<file path="src/rtl/fp_exc_pkg.sv">
// Shared constants and trap-FSM state type for the FP exception status unit.
`timescale 1ns/1ps
package fp_exc_pkg;

    localparam int FLAG_W  = 5;

    localparam int FLG_OVF = 4;
    localparam int FLG_UNF = 3;
    localparam int FLG_DBZ = 2;
    localparam int FLG_INV = 1;
    localparam int FLG_INX = 0;

    typedef enum logic [1:0] {
        IDLE  = 2'b00,
        REQ   = 2'b01,
        ACKED = 2'b10
    } trap_state_t;

    function automatic logic any_set(input logic [FLAG_W-1:0] v);
        return |v;
    endfunction

endpackage

</file>
<file path="src/rtl/fp_exc_sat_counter.sv">
// Saturating event counter; a clear coinciding with an increment restarts at one.
`timescale 1ns/1ps
module fp_exc_sat_counter #(
    parameter int CNT_WIDTH = 16
) (
    input  logic                 clk,
    input  logic                 rst,
    input  logic                 inc,
    input  logic                 clr,
    output logic [CNT_WIDTH-1:0] count
);

    always_ff @(posedge clk) begin
        if (rst) begin
            count <= '0;
        end else if (clr) begin
            count <= inc ? CNT_WIDTH'(1) : '0;
        end else if (inc && (count != '1)) begin
            count <= count + CNT_WIDTH'(1);
        end
    end

endmodule

</file>
<file path="src/rtl/fp_exception_status_unit.sv">
// Sticky FP exception status, per-flag event counters and a maskable trap
// request with req/ack handshake to the controlling sequencer.
`timescale 1ns/1ps
module fp_exception_status_unit
    import fp_exc_pkg::*;
#(
    parameter int CNT_WIDTH = 16
) (
    input  logic                 clk,
    input  logic                 rst,
    input  logic                 flags_valid,
    input  logic [FLAG_W-1:0]    flags,
    input  logic                 mask_wr,
    input  logic [FLAG_W-1:0]    mask_in,
    input  logic                 clr_wr,
    input  logic [FLAG_W-1:0]    clr_bits,
    input  logic [2:0]           cnt_sel,
    output logic [FLAG_W-1:0]    status,
    output logic [FLAG_W-1:0]    trap_mask,
    output logic                 trap_req,
    output logic [FLAG_W-1:0]    trap_cause,
    input  logic                 trap_ack,
    output logic [CNT_WIDTH-1:0] cnt_out
);

    trap_state_t          state, state_next;
    logic [FLAG_W-1:0]    set_vec, clr_vec;
    logic [FLAG_W-1:0]    status_next, mask_next, cause_next;
    logic [CNT_WIDTH-1:0] cnt_arr [FLAG_W];

    assign set_vec     = flags & {FLAG_W{flags_valid}};
    assign clr_vec     = clr_bits & {FLAG_W{clr_wr}};
    assign status_next = (status & ~clr_vec) | set_vec;
    assign mask_next   = mask_wr ? mask_in : trap_mask;

    // The trap decision looks at next-cycle status/mask so trap_req rises together with status.
    always_comb begin
        state_next = state;
        cause_next = trap_cause;
        case (state)
            IDLE: begin
                if (any_set(status_next & mask_next)) begin
                    state_next = REQ;
                    cause_next = status_next & mask_next;
                end
            end
            REQ: begin
                cause_next = trap_cause | (set_vec & trap_mask);
                if (trap_ack) begin
                    state_next = ACKED;
                end
            end
            ACKED: begin
                if (!any_set(status_next & trap_cause)) begin
                    state_next = IDLE;
                    cause_next = '0;
                end
            end
            default: begin
                state_next = IDLE;
                cause_next = '0;
            end
        endcase
    end

    always_ff @(posedge clk) begin
        if (rst) begin
            state      <= IDLE;
            status     <= '0;
            trap_mask  <= '0;
            trap_cause <= '0;
        end else begin
            state      <= state_next;
            status     <= status_next;
            trap_mask  <= mask_next;
            trap_cause <= cause_next;
        end
    end

    assign trap_req = (state == REQ);

    for (genvar i = 0; i < FLAG_W; i++) begin : g_cnt
        fp_exc_sat_counter #(
            .CNT_WIDTH(CNT_WIDTH)
        ) u_cnt (
            .clk  (clk),
            .rst  (rst),
            .inc  (set_vec[i]),
            .clr  (clr_vec[i]),
            .count(cnt_arr[i])
        );
    end

    always_comb begin
        cnt_out = '0;
        for (int i = 0; i < FLAG_W; i++) begin
            if (cnt_sel == 3'(i)) begin
                cnt_out = cnt_arr[i];
            end
        end
    end

endmodule
</file>
<file path="config.mk">
export PLATFORM = sky130hd
export DESIGN_NAME = fp_exception_status_unit
export DESIGN_NICKNAME = d
export VERILOG_FILES = /design/src/rtl/fp_exc_pkg.sv /design/src/rtl/fp_exc_sat_counter.sv /design/src/rtl/fp_exception_status_unit.sv
export SDC_FILE = /design/constraint.sdc
export NUM_CORES = 1
export LEC_CHECK = 0
export CAP_MARGIN = 15
export CORE_MARGIN = 2
export CORE_UTILIZATION = 50
export CTS_BUF_LIST = sky130_fd_sc_hd__clkbuf_16
export CTS_CLUSTER_DIAMETER = 80
export DETAILED_ROUTE_END_ITERATION = 8
export HOLD_SLACK_MARGIN = 0.08
export MAX_ROUTING_LAYER = met4
export PLACE_DENSITY = 0.72
export SLEW_MARGIN = 20
export SYNTH_ARGS = -nofsm -noshare
export SYNTH_HDL_FRONTEND = slang
export SYNTH_SLANG_ARGS = --single-unit
</file>
<file path="constraint.sdc">
create_clock -name clk -period 3.41 [get_ports clk]
set_input_delay 0.682 -clock clk [delete_from_list [all_inputs] [get_ports clk]]
set_output_delay 0.682 -clock clk [all_outputs]
set_load 0.005 [all_outputs]
</file>
Word-level counts from Yosys, hierarchy flattened

Index checks and enable logic that the tools add are counted.

Bits of input ports: 24
Output and inout port bits: 32
Bits in registers: 97
Logic and storage cells: 81

$add $sub $neg: 5
Mux-type cells: 28
Equality and inequality tests: 14
Reduce and logical (&&, ||, !) cells: 16
Bitwise operators: 9

Operators with widths:

| operator              | number |
|---|---|
| $mux 16               | 15 |
| $add 16x1->16 const B | 5 |
| $ne 16x16->1 const B  | 5 |
| $and 5x5->5           | 6 |
| $mux 5                | 3 |
| $pmux 5 s3            | 1 |
| $or 5x5->5            | 2 |
| $reduce_bool 2->1     | 5 |
| $reduce_or 5->1       | 2 |
| $eq 3x2->1 const B    | 2 |
| $mux 2                | 3 |
| $pmux 2 s3            | 1 |
| $logic_and 1x1->1     | 5 |
| $mux 1                | 5 |
| $not 5->5             | 1 |
| $ne 2x2->1 const B    | 2 |
| $eq 3x1->1 const B    | 1 |
| $eq 3x3->1 const B    | 1 |
| $logic_not 3->1       | 1 |
| $reduce_and 3->1      | 1 |
| $eq 2x1->1 const B    | 1 |
| $eq 2x2->1 const B    | 1 |
| $logic_not 2->1       | 1 |
| $ne 2x1->1 const B    | 1 |
| $reduce_and 2->1      | 1 |

Depth between registers and ports, before layout

Depth in word-level cells: 8
Gate-level depth with buffers: 7
Depth with buffers taken out: 7

Hierarchy

Synthesis repeated with hierarchy kept, for this count alone.

Cell total of the unflattened synthesis: 677
Area total of the unflattened synthesis: 5,731.7 um^2

Modules (own cells, without submodules):

| module                   | area an instance (um^2) | cells each | instances | seq. area each (um^2) |
|---|---|---|---|---|
| fp_exc_sat_counter       | 840.8                   | 99         | 5         | 320.3 |
| fp_exception_status_unit | 1,527.7                 | 182        | 1         | 340.3 |

Worst setup path before layout

No wires, ideal clock.

Path kind: in2out
From: in cnt_sel[1]
To: out cnt_out[10]
Path buffers: 2
Data arrival time: 1,889 ps
Setup slack: 839 ps
Cell stages on the path: 5
Data required time: 2,728 ps
Cell sequence: clkbuf_1 nor2b_1 clkbuf_1 a22oi_1 o22ai_1

Longest elaborated chain between the ends: 6
Elaborated cells between the ends (all ways): 10
Those cells by class: eq/ne: 4; mux: 5; reduce/logical: 1

RTL lines:

| what                 | RTL line                       | source |
|---|---|---|
| start, declared      | fp_exception_status_unit.sv:17 | `input logic [2:0] cnt_sel,` |
| $logic_not 3->1      | fp_exception_status_unit.sv:97 | `if (cnt_sel == 3'(i)) begin` |
| $mux 16 (4 in a row) | fp_exception_status_unit.sv:97 |  |
| $mux 16 (*)          | fp_exception_status_unit.sv:97 |  |
| end, declared        | fp_exception_status_unit.sv:23 | `output logic [CNT_WIDTH-1:0] cnt_out` |

Every way passes the cells marked *; elsewhere a longest branch is shown, timed or not.

Worst setup path after layout

From: in cnt_sel[0]
To: out cnt_out[1]

The elaborated chain is that of the path after synthesis.

==> flow_summary.yaml <==
setup_path:
  cp_data_required_time_ps: 2730
  slowest_delay_ps: 520
  path_cells: "clkdlybuf4s50_1 -> buf_12 -> mux2i_2 -> nor2_1 -> a21oi_1 -> o22ai_1 -> clkdlybuf4s50_1"
  cpMaxStageDelayCell: "clkdlybuf4s50_1"
  cp-start-kind: "input port"
  crit_arrival_ps: 2650
  cpMostUsedCell: "clkdlybuf4s50_1"
  critPathCaptureType: "primary output"
  crit_type: "input port to primary output"
  cp_max_fo: 32
  critical_path_buf_inv_count: 3
  cpLargestDelayFamily: "buffers and inverters"
timing:
  whs_ps: 534
  maxSlewViolCount: 0
  hold_viol_final: 0
  period_minus_slack_ps: 3330
  fin_crit_sh_pct: 97.8
  fin_ws_ps: 76.3
  fin_tns_setup_ps: 0
  rsz0062_at_grt: "false"
  tightest_slew_ps: 718
  slew_headroom_pct: 51.8
  setup_viol: 0
  finalClockSkew_ps: 5.89
  fmax_ghz: 0.300
floorplan:
  initial_core_util_pct: 51.1
  core_area_mm2: 0.0102
  die_h_um: 106
  pin_count: 56
  rows: 37
  die-area_mm2: 0.0113
  die_w_um: 106
yosys:
  postSynth.asyncResetShare_pct: 0
  syn-instance-count: 645
  yosys_warnings: 0
  syn_area_per_cell_um2: 8.11
  synth-edff-count: 0
  ys_types: 59
  synthesis.nets: 674
  synth_flop_cell: "dfxtp_1"
  syn-cell-area_mm2: 0.00523
  synth-seq-cells: 97
  yosysSeqAreaShare_pct: 37.1
final_layout:
  area_delta_synth_final_pct: 19.3
  drive_above_1_share_pct: 6.45
  diodes: 0
  final_nets: 722
  final_area_mm2: 0.00624
  fill_cells: 926
  regArea_mm2: 0.00194
  multiInputGateArea_mm2: 0.00314
status:
  status: "finished clean"
drt:
  ant_nets: 0
  wirelength_um: 14100
  vias_per_cell: 5.90
  vias: 4920
  drt_pass1_iterations: 5
  wl_per_cell_um: 16.9
  drt-initial-drc-count: 318
  drc_errors: 0
global_route:
  grtUsageTotal_pct: 25.9
  antenna_found_initial: 0
  grt_max_degree: 33
  grt_pass1_vias: 4476
  grt_pass1_wl_um: 22500
  grt-ovfl-total: 0
placed_design:
  gp_congestion: 0.964
  portBuffers: 55
  hpwl_um: 10600
  pre_cts_slack_ps: 58.3
  placed_area_mm2: 0.00593
clocking:
  ctsHoldBuffers: 0
  htreeDepth: 3
  cts_tree: "done"
  cts_resized: 0
  clock_path_buffers: 2
  clkTransAtPathRegs_ps: 70
  clk_latency_ps: 350
  cts_made_buffers: 9
  cts-root-buf: "clkbuf_16"
  clock_sinks: 97
  post_cts_buffers: 0
power:
  leakagePower_nw: 2.07
  ir_drop_mv: 0.224
  power_density_mw_per_mm2: 398
run:
  maxCapViolations: 0
min_path:
  hold_path.class: "flip-flop to flip-flop"
## Yosys cell counts, types with 2 or more instances
| library cell | instances | area (um2) |
|---|---|---|
| nor2b_1 | 8 | 50.1 |
| buf_2 | 4 | 20.0 |
| a22o_1 | 7 | 61.3 |
| and2_1 | 4 | 25.0 |
| o21ai_1 | 8 | 40.0 |
| nor4_1 | 2 | 12.5 |
| and4_1 | 8 | 70.1 |
| a22oi_1 | 17 | 128 |
| ha_1 | 5 | 62.6 |
| or3_1 | 14 | 87.6 |
| a21oi_1 | 32 | 160 |
| xor2_1 | 26 | 228 |
| inv_1 | 7 | 26.3 |
| nand2_1 | 46 | 173 |
| o21ai_2 | 3 | 26.3 |
| xnor2_1 | 27 | 236 |
| a32oi_1 | 3 | 26.3 |
| nand4b_1 | 2 | 17.5 |
| dfxtp_1 | 97 | 1940 |
| o211ai_1 | 2 | 15.0 |
| a21boi_1 | 4 | 30.0 |
| o21ai_0 | 13 | 65.1 |
| o22ai_1 | 17 | 106 |
| mux2i_1 | 22 | 220 |
| nor3_1 | 23 | 115 |
| nand4_1 | 17 | 106 |
| nor2_1 | 109 | 409 |
| and3_1 | 13 | 81.3 |
| mux2_4 | 3 | 45.0 |
| and2_4 | 3 | 26.3 |
| nand2b_1 | 6 | 37.5 |
| clkbuf_1 | 24 | 90.1 |
| nand3_1 | 41 | 205 |
| or2_1 | 3 | 18.8 |
## routing by layer
metal	share of wire (%)	GRT usage [%]	wire length, um	up-vias
li1	-	-	-	2406
met1	46	34.6	6490	2311
met2	46	39.8	6430	181
met3	6.1	3.56	863	22
met4	2.0	10.2	286	0
met5	0	-	0	-
## worst min-delay path, cell delays in order, from the launching register on
cell and delay, ps:
dfxtp_1 340, o21ai_1 80, a21oi_1 60
## state kept, by name, summed over array words and instances (netlist names)
name,cells
g_cnt.u_cnt.count,80
state,2
status,5
trap_cause,5
trap_mask,5
## placed cells by master (no fill, tap or decap), drive strengths merged, types with 5 or more instances in the layout
cell,netlist,routed
a21boi,5,5
a21oi,33,33
a22o,7,7
a22oi,17,17
and2,7,7
and3,13,13
and4,8,8
buf,6,12
clkbuf,24,9
clkdlybuf4s50,0,55
dfxtp,97,97
ha,5,5
inv,7,8
mux2i,22,22
nand2,46,46
nand2b,6,6
nand3,41,41
nand4,17,17
nor2,109,109
nor2b,8,8
nor3,23,23
o21ai,25,25
o22ai,17,17
or3,14,14
xnor2,27,27
xor2,26,26
## through the flow
stage | total power [mW] | instances | utilization [%]
finish | 2.48 | 834 | 61.0
global route | 2.57 | 834 | 61.0
CTS | 2.49 | 834 | 61.0
detailed placement | 1.44 | 818 | 57.9
global placement | 1.43 | 818 | 57.9
floorplan | 1.33 | 645 | -
## cells by family (layout without fill, tap and decap cells)
kind of cell	after synthesis	after routing	share of synthesized area (%)
multiplexers	26	26	5.50
AND/OR/NAND/NOR	306	306	28.7
flip-flops	97	97	37.1
XOR/XNOR	53	53	8.87
AO/OA/AOI/OAI	121	121	15.7
adder cells (fa/ha/maj)	5	5	1.20
buffers and inverters	37	90	2.97
## area by class of cell
type,count,share of cell area [%]
repair buffers,67,10.5
inverters,7,0.421
multi-input cells,511,50.3
well taps,136,2.73
clock inverters,7,1.38
flip-flops and latches,97,31.1
clock buffers,9,3.61
## power by group
part / internal [mW] / total, mW / switching [mW] / leakage, nW
clock network: 0.636 / 1.07 / 0.434 / 0.158
logic: 0.112 / 0.237 / 0.125 / 1.13
registers: 1.15 / 1.18 / 0.0254 / 0.785
## path summary, 6_finish.rpt
check	startpoint	to	slack (ps)	depth (start not counted)
hold reg to reg	g_cnt[1].u_cnt.count[9]$_SDFFE_PP0P_	g_cnt[1].u_cnt.count[9]$_SDFFE_PP0P_	530	2
setup reg to reg	g_cnt[2].u_cnt.count[0]$_SDFFE_PP0P_	g_cnt[2].u_cnt.count[7]$_SDFFE_PP0P_	1340	6
setup / recovery	cnt_sel[0]	cnt_out[1]	80	7
hold / removal	g_cnt[1].u_cnt.count[9]$_SDFFE_PP0P_	g_cnt[1].u_cnt.count[9]$_SDFFE_PP0P_	530	2
No activity file was read; power rests on OpenSTA's default activity.
